===== src/rtl/fifo_pkg.sv =====
// Shared FIFO constants and types used by the FIFO and its write arbiter.
package fifo_pkg;
   localparam int FIFO_DEPTH = 16;
   localparam int DATA_WIDTH = 8;
   localparam int PTR_SIZE   = $clog2(FIFO_DEPTH);

   typedef enum logic [1:0] {
      IDLE,
      ACTIVE,
      THROTTLE,
      ERROR
   } arb_state_t;

   typedef logic [PTR_SIZE:0] credit_t;
endpackage


===== src/rtl/fifo_wr_arbiter_rr_pick.sv =====
// Round-robin picker: first set bit of elig searching upward from ptr+1.
module rr_pick #(
   parameter int N = 4
) (
   input  logic [N-1:0]         elig,
   input  logic [$clog2(N)-1:0] ptr,
   output logic [N-1:0]         onehot,
   output logic                 valid
);
   localparam int IW = $clog2(N);

   logic [IW-1:0] idx;

   always_comb begin
      onehot = '0;
      idx    = '0;
      for (int i = 1; i <= N; i++) begin
         idx = IW'((int'(ptr) + i) % N);
         if (onehot == '0 && elig[idx])
            onehot[idx] = 1'b1;
      end
   end

   assign valid = |elig;
endmodule


===== src/rtl/fifo_wr_arbiter.sv =====
// Round-robin write arbiter for a shared FIFO with local credit tracking
// and a sticky overflow error that halts grants until cleared.
module fifo_wr_arbiter #(
   parameter int NUM_REQ      = 4,
   parameter int DATA_WIDTH   = 8,
   parameter int FIFO_DEPTH   = 16,
   parameter int CREDIT_LIMIT = 15
) (
   input  logic                            clk,
   input  logic                            rst_n,
   input  logic                            en,
   input  logic [NUM_REQ-1:0]              req,
   input  logic [NUM_REQ*DATA_WIDTH-1:0]   req_data,
   input  logic                            rd_n,
   input  logic                            over_flow,
   input  logic                            clr_err,
   output logic                            wr_n,
   output logic [DATA_WIDTH-1:0]           data_in,
   output logic [NUM_REQ-1:0]              gnt,
   output logic [$clog2(NUM_REQ)-1:0]      grant_id,
   output logic [$clog2(FIFO_DEPTH):0]     occupancy,
   output logic                            err
);
   import fifo_pkg::*;

   localparam int IW = $clog2(NUM_REQ);
   localparam int OW = $clog2(FIFO_DEPTH) + 1;

   arb_state_t         state;
   arb_state_t         state_nxt;
   logic [NUM_REQ-1:0] elig;
   logic [NUM_REQ-1:0] pick_oh;
   logic               pick_vld;
   logic [IW-1:0]      rr_ptr;
   logic [IW-1:0]      win;
   logic [OW-1:0]      occ_nxt;
   logic               drain;
   logic               room;
   logic               issue;

   // A requester seeing gnt this cycle still shows its stale req/data.
   assign elig  = req & ~gnt;
   assign drain = !rd_n && (occupancy != '0);
   // A drain on this edge frees the slot the new write will take.
   assign room  = (occupancy < OW'(CREDIT_LIMIT)) || drain;
   assign issue = en && (state != ERROR) && !over_flow
                  && pick_vld && room;

   rr_pick #(
      .N(NUM_REQ)
   ) u_pick (
      .elig   (elig),
      .ptr    (rr_ptr),
      .onehot (pick_oh),
      .valid  (pick_vld)
   );

   always_comb begin
      win = '0;
      for (int i = 0; i < NUM_REQ; i++)
         if (pick_oh[i])
            win = IW'(i);
   end

   assign occ_nxt = occupancy + OW'(issue) - OW'(drain);

   always_comb begin
      state_nxt = state;
      if (over_flow)
         state_nxt = ERROR;
      else if (state == ERROR) begin
         if (clr_err)
            state_nxt = IDLE;
      end else if (!en)
         state_nxt = IDLE;
      else if (issue)
         state_nxt = ACTIVE;
      else if (pick_vld)
         state_nxt = THROTTLE;
      else
         state_nxt = IDLE;
   end

   always_ff @(posedge clk) begin
      if (!rst_n)
         state <= IDLE;
      else
         state <= state_nxt;
   end

   always_ff @(posedge clk) begin
      if (!rst_n) begin
         wr_n      <= 1'b1;
         data_in   <= '0;
         gnt       <= '0;
         grant_id  <= '0;
         occupancy <= '0;
         err       <= 1'b0;
         rr_ptr    <= IW'(NUM_REQ - 1);
      end else begin
         occupancy <= occ_nxt;
         if (over_flow)
            err <= 1'b1;
         else if (clr_err)
            err <= 1'b0;
         if (issue) begin
            wr_n     <= 1'b0;
            gnt      <= pick_oh;
            data_in  <= req_data[win*DATA_WIDTH +: DATA_WIDTH];
            grant_id <= win;
            rr_ptr   <= win;
         end else begin
            wr_n <= 1'b1;
            gnt  <= '0;
         end
      end
   end
endmodule

===== config.mk =====
export PLATFORM = sky130hd
export DESIGN_NAME = fifo_wr_arbiter
export DESIGN_NICKNAME = d
export VERILOG_FILES = /design/src/rtl/fifo_pkg.sv /design/src/rtl/fifo_wr_arbiter_rr_pick.sv /design/src/rtl/fifo_wr_arbiter.sv
export SDC_FILE = /design/constraint.sdc
export NUM_CORES = 1
export LEC_CHECK = 0
export ABC_AREA = 1
export ABC_CLOCK_PERIOD_IN_PS = 4450
export CORE_MARGIN = 4
export CORE_UTILIZATION = 50
export CTS_BUF_LIST = sky130_fd_sc_hd__clkbuf_8 sky130_fd_sc_hd__clkbuf_16
export DETAILED_ROUTE_END_ITERATION = 10
export PLACE_DENSITY = 0.86
export SYNTH_ARGS = -nofsm -noshare
export SYNTH_HDL_FRONTEND = slang
export SYNTH_SLANG_ARGS = --single-unit

===== constraint.sdc =====
create_clock -name clk -period 4.45 [get_ports clk]
set_clock_uncertainty 0.05 [all_clocks]
set_input_delay 0.6675 -clock clk [delete_from_list [all_inputs] [get_ports clk]]
set_output_delay 0.6675 -clock clk [all_outputs]
set_load 0.02 [all_outputs]

Word-level counts from Yosys, hierarchy flattened
Cells that the tools add are included.
- output and inout bits: 21
- register bits: 25
- multiplexer cells: 32
- add/sub/neg operators: 6
- eq/ne operators: 3
- bitwise gates (word level): 5
- magnitude comparators: 9
- shift-type cells: 1
- reduce and logical (&&, ||, !) cells: 22
- operators with widths (kind ; number):
    $shiftx 32x6->8 ; 1
    $mux 2 ; 8
    $mux 4 ; 4
    $logic_and 1x1->1 ; 12
    $logic_not 4->1 ; 3
    $lt 2x3->1 const B ; 4
    $mux 1 ; 12
    $or 4x4->4 ; 3
    $bmux 1 s2 ; 4
    $demux 1 s2 ; 4
    $ge 2x1->1 const B ; 4
    $add 5x1->5 ; 1
    $lt 5x4->1 const B ; 1
    $reduce_bool 5->1 ; 1
    $sub 5x1->5 ; 1
    $add 2x1->2 const B ; 2
    $add 2x2->2 const B ; 2
    $and 4x4->4 ; 1
    $not 4->4 ; 1
    $reduce_or 4->1 ; 1
    $ne 3x3->1 const B ; 1
    $eq 2x2->1 const B ; 1
    $logic_not 1->1 ; 2
    $ne 2x2->1 const B ; 1
    other kinds (3) ; 3

Depth between registers and ports, before layout
Gate-level depths: netlist (run 1).
- depth after elaboration: 19
- depth in mapped cells: 23
- gate-level depth less buffers: 23

By module
From an unflattened synthesis (run 1), not the netlist that was laid out.
- cell total of the unflattened synthesis: 316
- area, all modules: 2064.5 um2
- by module, submodules not included (module ; times used ; cells an instance ; area each (um2)):
    fifo_wr_arbiter ; 1 ; 230 ; 1550.2
    rr_pick ; 1 ; 86 ; 514.2

Worst setup path after synthesis (run 1)
No wires, ideal clock.
- path kind: register to register
- from: register rr_ptr[0]
- to: register data_in[0]
- data arrival time: 2.510 ns
- slack: 1.778 ns
- stages on the path, launching flop included: 24
- buffers on the path: 1
- period minus slack after synthesis: 2.672 ns
- data required time: 4.288 ns
- path through: dfxtp_1 inv_2 ha_1 inv_1 nand3_1 nand3_2 nand2_1 inv_2 nand3_1 nand2_2 nor2_2 nand3_1 nand2_2 nor2_4 nand3_2 nand2_4 inv_6 buf_8 nor2_4 nor2_1 nand2_1 nand2_1 nand2_1 nand2_1
- word-level cells in the longest chain between the ends: 19
- RTL lines (element ; RTL line ; RTL):
    from (decl) ; fifo_wr_arbiter.sv:34 ; logic [IW-1:0] rr_ptr;
    from (signal assigned) ; fifo_wr_arbiter.sv:99 ; rr_ptr <= IW'(NUM_REQ - 1);
    from (signal assigned) ; fifo_wr_arbiter.sv:111 ; rr_ptr <= win;
    $add 2x1->2 ; fifo_wr_arbiter_rr_pick.sv:18 ; idx = IW'((int'(ptr) + i) % N);
    $lt 2x3->1 (implied by the code) / $ge 2x1->1 (equally long branches) ; fifo_wr_arbiter_rr_pick.sv:20 ; onehot[idx] = 1'b1;
    $logic_and 1x1->1 (implied by the code) ; fifo_wr_arbiter_rr_pick.sv:20 ;
    $mux 1 (implied by the code) ; fifo_wr_arbiter_rr_pick.sv:20 ;
    $demux 1 s2 ; -- ;
    $mux 4 ; fifo_wr_arbiter_rr_pick.sv:19 ; if (onehot == '0 && elig[idx])
    $logic_not 4->1 ; fifo_wr_arbiter_rr_pick.sv:19 ;
    $logic_and 1x1->1 ; fifo_wr_arbiter_rr_pick.sv:19 ;
    (+3 left out) ; -- ;
    $mux 4 ; fifo_wr_arbiter_rr_pick.sv:19 ;
    $logic_not 4->1 ; fifo_wr_arbiter_rr_pick.sv:19 ;
    $logic_and 1x1->1 ; fifo_wr_arbiter_rr_pick.sv:19 ;
    $mux 4 * ; fifo_wr_arbiter_rr_pick.sv:19 ;
    $mux 1 ; fifo_wr_arbiter.sv:61 ; if (pick_oh[i])
    $mux 2 ; fifo_wr_arbiter.sv:61 ;
    $mux 2 * ; fifo_wr_arbiter.sv:61 ;
    $shiftx 32x6->8 * ; fifo_wr_arbiter.sv:109 ; data_in <= req_data[win*DATA_WIDTH +: DATA_WIDTH];
    to (signal assigned) ; fifo_wr_arbiter.sv:109 ;
    to (decl) ; fifo_wr_arbiter.sv:18 ; output logic [DATA_WIDTH-1:0] data_in,
Every way passes the cells marked *; elsewhere a longest branch is shown, timed or not. The select of a mux whose other input is x is not followed.
A chain may end at the register's enable or synchronous reset.

Worst setup path in the final report (run 1)
- from: register rr_ptr[0]
- to: register data_in[7]
The elaborated chain is that of the path after synthesis.

==> results.sh, run 1 <==
export IMPL_drtPass1Iterations=4
export IMPL_core_area_um2=3770
export IMPL_synth_compound_area_frac=0.0660
export IMPL_start_util=0.533
export IMPL_vias_per_cell=4.88
export IMPL_wl_per_cell_um=11.8
export IMPL_cts_hold_buf=0
export IMPL_synth_top_family_by_area="simple AND/OR/NAND/NOR gates"
export IMPL_syn_area_um2=2010
export IMPL_cp_required_ns=4.63
export IMPL_final_area_um2=2700
export IMPL_start_kind="flip-flop"
export IMPL_hpwl_um=3970
export IMPL_die_y_um=71.4
export IMPL_r2r_slack_ns=1.24
export IMPL_clock_path_buffers=2
export IMPL_syn_inst=307
export IMPL_fmax_ghz=0.311
export IMPL_gp_congestion=0.882
export IMPL_cp_max_fo=11
export IMPL_fin_ws_ns=1.24
export IMPL_drt_iter0_drc=99
export IMPL_path_cells="inv_2 > ha_1 > inv_1 > nand3_1 > nand3_2 > nand2_1 > inv_2 > nand3_1 > nand2_1 > nor2_2 > nand3_1 > nand2_2 > nor2_4 > nand3_2 > nand2_4 > nor2_4 > inv_1 > nor2_1 > nand2_1 > nand2_1 > nand2_1 > nand2_1"
export IMPL_syn_to_final_growth_pct=34.5
export IMPL_setup_viol=0
export IMPL_drc=0
export IMPL_status="finished, final reports clean"
export IMPL_nFillCells=295
export IMPL_synth_simple_gate_area_share=0.456
export IMPL_synth_mux_area_frac=0
export IMPL_synth_xor_area_frac=0
export IMPL_h_tree_depth=1
export IMPL_worstPathArrival_ns=3.39
export IMPL_hold_class="flip-flop to flip-flop"
export IMPL_drive_above_1_share=0.125
export IMPL_cpPeakStageDelay_ns=0.54
export IMPL_min_period_over_period=0.722
export IMPL_syn_avg_cell_area_um2=6.55
export IMPL_post_cts_repair_setup_buffers=0
export IMPL_grt_pass1_vias=1956
export IMPL_insertion_delay_ns=0.27
export IMPL_cts_sinks=25
export IMPL_pin_count=63
export IMPL_path_clk_slew_ns=0.09
export IMPL_overflow=0
export IMPL_crit_slowest_cell="dfxtp_1"
export IMPL_root_buffer="clkbuf_8"
export IMPL_worst_path_buf_inv=4
export IMPL_grt_pass1_wl_um=8520
export IMPL_vias=2033
export IMPL_crit_type="flip-flop to flip-flop"
export IMPL_cts_tree="yes"
export IMPL_ys_seq_area_frac=0.249
export IMPL_ant_nets=0
export IMPL_setup_tns_ns=0
export IMPL_rows=22
export IMPL_port_buffers=62
export IMPL_die_x_um=71.4
export IMPL_synthAdderAreaFrac=0.103
export IMPL_relSlewSlack=0.397
export IMPL_cp_end_kind="flip-flop"
export IMPL_place_area_um2=2650
export IMPL_syn_nets=365
export IMPL_final_nets=428
export IMPL_place_ws_ns=1.14
export IMPL_crit_top_cell="nand2_1"
export IMPL_grt_max_degree=19
export IMPL_ys_types=29
export IMPL_ys_ff_latch=25
export IMPL_wl_um=4930
export IMPL_rsz0062_at_grt="false"
export IMPL_cts_buffers=3
export IMPL_cts_resized=0
export IMPL_antenna_found_initial=0
export IMPL_grtUsageTotal=0.203
export IMPL_max_cap_violations=0
export IMPL_layout_min_cycle_time_ns=3.21
export IMPL_diodes=0
export IMPL_die_area_um2=5100
export IMPL_slew_violations=0
export IMPL_critPathTopFamily="simple AND/OR/NAND/NOR gates"
export IMPL_finalHoldViolations=0
export IMPL_worst_slew_pin_slew_ns=0.901
export IMPL_holdWs_ns=0.403
export IMPL_yosys_warnings=0
## layout make-up
type | count | area, um^2 | share of cell area
inverter | 56 | 215 | 0.0796
tap | 48 | 60.1 | 0.0222
multi-input combinational | 222 | 1260 | 0.465
clock inverter | 1 | 8.76 | 0.00324
timing repair buffer | 62 | 621 | 0.230
clock buffer | 3 | 41.3 | 0.0153
sequential | 25 | 500 | 0.185
## cells by family after synthesis
group | Yosys count
AOI/OAI and AO/OA | 21
DFF | 25
and+or+nand+nor | 185
adders and majority gates | 16
buffers and inverters | 60
## registers in the layout (all words and copies together), names as in the netlist
signal	flops
data_in	8
err	1
gnt	4
grant_id	2
occupancy	5
rr_ptr	2
state	2
wr_n	1
## synth_stat cells
cell / number / share of area
nand2_1: 76 / 0.14
inv_1: 49 / 0.092
nor2_1: 42 / 0.078
nand3_1: 31 / 0.077
dfxtp_1: 25 / 0.25
nand2_2: 16 / 0.050
ha_1: 15 / 0.093
nand3_2: 8 / 0.040
a21oi_1: 7 / 0.017
o21ai_0: 6 / 0.015
inv_2: 5 / 0.0093
nor2_4: 4 / 0.022
nand2_4: 3 / 0.017
a31oi_1: 2 / 0.0062
nand2_8: 2 / 0.020
nor2_2: 2 / 0.0062
o21ai_1: 2 / 0.0050
a22o_1: 1 / 0.0044
a22oi_1: 1 / 0.0037
buf_4: 1 / 0.0037
buf_6: 1 / 0.0056
buf_8: 1 / 0.0075
clkbuf_1: 1 / 0.0019
clkinv_1: 1 / 0.0019
fa_1: 1 / 0.010
inv_6: 1 / 0.0044
nand4_1: 1 / 0.0031
o31ai_1: 1 / 0.0037
o31ai_4: 1 / 0.011
## metal layers
metal  global-route usage  vias to the layer above  part of all wire
met2                0.354                       69              0.47
met4               0.0397                        0            0.0085
met5                    0                        -                 0
li1                     -                     1074                 -
met1                0.263                      885              0.46
met3               0.0337                        5             0.064
## worst paths after layout
kind | startpoint | cells past startpoint | endpoint
worst max-delay path | rr_ptr[0]$_SDFFE_PN1P_ | 22 | data_in[7]$_SDFFE_PN0P_
worst min-delay path | data_in[5]$_SDFFE_PN0P_ | 2 | data_in[5]$_SDFFE_PN0P_
worst max register to register | rr_ptr[0]$_SDFFE_PN1P_ | 22 | data_in[7]$_SDFFE_PN0P_
worst min register to register | data_in[5]$_SDFFE_PN0P_ | 2 | data_in[5]$_SDFFE_PN0P_
## layout by cell type (no fill, tap or decap), types with 2 or more instances in the layout
cell,netlist,routed
nand3_2,8,8
a21oi_1,7,7
dfxtp_1,25,25
nor2_4,4,4
nand2_4,3,3
nand3_1,31,31
clkbuf_8,0,3
a31oi_1,2,2
inv_2,5,5
nand2_2,16,16
nor2_1,42,42
nand2_1,76,76
nor2_2,2,2
inv_6,1,2
clkdlybuf4s50_1,0,62
ha_1,15,15
nand2_8,2,2
o21ai_1,2,2
o21ai_0,6,6
inv_1,49,49
## tightest hold or removal path, delay by kind of cell, from the launching register on
family	cells	cell delay (ns)
flops	1	0.32
simple gates	2	0.10
## stage by stage
stage	std cells	utilization
2_1_floorplan	307	-
3_3_place_gp	413	0.703
3_5_place_dp	413	0.703
4_1_cts	417	0.717
5_1_grt	417	0.717
6_report	417	0.717
Power of run 1 is left out: the tool's default activity adds up to more than one toggle a clock period on the data nets, which glitch-free logic cannot reach.
==> run 2: changes to the inputs <==
--- a/config.mk
+++ b/config.mk
@@ -6,12 +6,12 @@
 export NUM_CORES = 1
 export LEC_CHECK = 0
 export ABC_AREA = 1
-export ABC_CLOCK_PERIOD_IN_PS = 4450
+export ABC_CLOCK_PERIOD_IN_PS = 3400
 export CORE_MARGIN = 4
-export CORE_UTILIZATION = 50
+export CORE_UTILIZATION = 47
 export CTS_BUF_LIST = sky130_fd_sc_hd__clkbuf_8 sky130_fd_sc_hd__clkbuf_16
 export DETAILED_ROUTE_END_ITERATION = 10
-export PLACE_DENSITY = 0.86
+export PLACE_DENSITY = 0.82
 export SYNTH_ARGS = -nofsm -noshare
 export SYNTH_HDL_FRONTEND = slang
 export SYNTH_SLANG_ARGS = --single-unit
==> constraint.sdc (replaced) <==
create_clock -name clk -period 3.4 [get_ports clk]
set_clock_uncertainty 0.05 [all_clocks]
set_input_delay 0.51 -clock clk [delete_from_list [all_inputs] [get_ports clk]]
set_output_delay 0.51 -clock clk [all_outputs]
set_load 0.02 [all_outputs]
==> run 2 against run 1 <==
Compared with the run above: routed wire length up 0.12%; via count rose by 0.30%; register-to-register slack got worse by 0.91 ns; maximum frequency increased by 4.7%; final area up 0.93%; sequential share of layout area decreased by 0.17 points; worst setup slack worse by 0.91 ns; die area up 5.7%; sequential cell count did not move.
==> results.sh, run 2 (synthesized netlist as in run 1, its figures left out) <==
export IMPL_status="finished, final reports clean"
export IMPL_core_area_um2=4060
export IMPL_worstPathArrival_ns=3.19
export IMPL_r2r_slack_ns=0.33
export IMPL_gp_congestion=0.886
export IMPL_die_area_um2=5390
export IMPL_min_period_over_period=0.902
export IMPL_met1_usage=0.246
export IMPL_grt_pass1_vias=2031
export IMPL_cts_tree="yes"
export IMPL_die_x_um=73.4
export IMPL_grtUsageTotal=0.195
export IMPL_grt_pass1_wl_um=8510
export IMPL_port_buffers=62
export IMPL_cts_buffers=3
export IMPL_busiest_layer="met2"
export IMPL_nFillCells=343
export IMPL_grt_use_met3=0.0465
export IMPL_max_cap_violations=0
export IMPL_top_regs="data_in (8), occupancy (5), gnt (4)"
export IMPL_ant_nets=0
export IMPL_vias=2039
export IMPL_largest_register_ffs=8
export IMPL_layout_min_cycle_time_ns=3.07
export IMPL_pin_count=63
export IMPL_insertion_delay_ns=0.28
export IMPL_seq_area_um2=500
export IMPL_wl_per_cell_um=11.7
export IMPL_slew_violations=0
export IMPL_fmax_ghz=0.326
export IMPL_hold_class="flip-flop to flip-flop"
export IMPL_relSlewSlack=0.753
export IMPL_cts_hold_buf=0
export IMPL_final_nets=431
export IMPL_diodes=0
export IMPL_drt_iter0_drc=115
export IMPL_path_clk_slew_ns=0.10
export IMPL_start_kind="flip-flop"
export IMPL_post_cts_repair_setup_buffers=0
export IMPL_drc=0
export IMPL_crit_end="data_in[5]$_SDFFE_PN0P_"
export IMPL_rsz0062_at_grt="false"
export IMPL_cts_resized=0
export IMPL_regMostFlops="data_in"
export IMPL_wl_um=4940
export IMPL_cp_end_kind="flip-flop"
export IMPL_multi_input_area_um2=1260
export IMPL_h_tree_depth=1
export IMPL_drive_above_1_share=0.132
export IMPL_antenna_found_initial=0
export IMPL_hpwl_um=3980
export IMPL_cp_max_fo=10
export IMPL_start_util=0.495
export IMPL_drtPass1Iterations=4
export IMPL_root_buffer="clkbuf_8"
export IMPL_final_cell_mix="76 x nand2_1, 62 x clkdlybuf4s50_1, 49 x inv_1"
export IMPL_worstReg2RegEnd="data_in[5]$_SDFFE_PN0P_"
export IMPL_setup_viol=0
export IMPL_use_met2=0.331
export IMPL_crit_type="flip-flop to flip-flop"
export IMPL_rows=23
export IMPL_min_path_cells=2
export IMPL_vias_per_cell=4.83
export IMPL_clock_path_buffers=2
export IMPL_finalHoldViolations=0
export IMPL_r2r_start="rr_ptr[0]$_SDFFE_PN1P_"
export IMPL_syn_to_final_growth_pct=35.7
export IMPL_cts_sinks=25
export IMPL_reg2reg_depth=22
export IMPL_grt_max_degree=19
export IMPL_die_y_um=73.4
export IMPL_worst_slew_pin_slew_ns=0.370
export IMPL_cp_startpoint="rr_ptr[0]$_SDFFE_PN1P_"
export IMPL_overflow=0
export IMPL_cp_required_ns=3.53
export IMPL_setup_tns_ns=0
export IMPL_final_common_cell="nand2_1"
## run 2: cell count changes in the layout (fill, tap and decap cells not counted), sizes merged
cell,delta
buf,+3
## run 2: worst min path at each step
stage | to | from
2_1_floorplan | data_in[0]$_SDFFE_PN0P_ | data_in[0]$_SDFFE_PN0P_
3_3_place_gp | data_in[4]$_SDFFE_PN0P_ | data_in[4]$_SDFFE_PN0P_
3_5_place_dp | data_in[5]$_SDFFE_PN0P_ | data_in[5]$_SDFFE_PN0P_
4_1_cts | data_in[7]$_SDFFE_PN0P_ | data_in[7]$_SDFFE_PN0P_
5_1_grt | data_in[7]$_SDFFE_PN0P_ | data_in[7]$_SDFFE_PN0P_
6_report | data_in[5]$_SDFFE_PN0P_ | data_in[5]$_SDFFE_PN0P_
## run 2: layer usage
layer / share of wire / vias up
li1: - / 1072
met1: 0.44 / 891
met2: 0.47 / 72
met3: 0.081 / 4
met4: 0.0093 / 0
met5: 0 / -
## run 2: per-stage QoR
step                      cells  hold WS (ns)   util  setup slack (ns)  area [um^2]
after floorplan             307         0.481      -             0.728         2010
after global placement      418         0.389  0.660             0.469         2680
after detailed placement    418         0.394  0.660             0.383         2680
after CTS                   422         0.413  0.672             0.349         2730
after global routing        422         0.435  0.672            0.0394         2730
final                       422         0.410  0.672             0.332         2730
## run 2: area by class of cell
type	count	share of cell area
clock buffer	3	0.0151
clock inverter	1	0.00321
inverter	56	0.0789
multi-input combinational	222	0.461
sequential	25	0.183
tap	50	0.0229
timing repair buffer	65	0.236
## run 2: worst max-delay path, cell delays in order, from the launching register on
cell     delay [ns]
dfxtp_1        0.56
inv_2          0.18
ha_1           0.39
inv_1          0.14
nand3_1        0.11
nand3_2        0.10
nand2_1        0.07
inv_2          0.08
nand3_1        0.09
nand2_2        0.10
nor2_2         0.05
nand3_1        0.09
nand2_2        0.07
nor2_4         0.15
nand3_2        0.12
nand2_4        0.16
nand2_8        0.10
nand2_8        0.11
nand2_2        0.05
nand2_1        0.05
nand2_1        0.04
nand2_1        0.05
nand2_1        0.05
Power of run 2 is left out for the same reason.
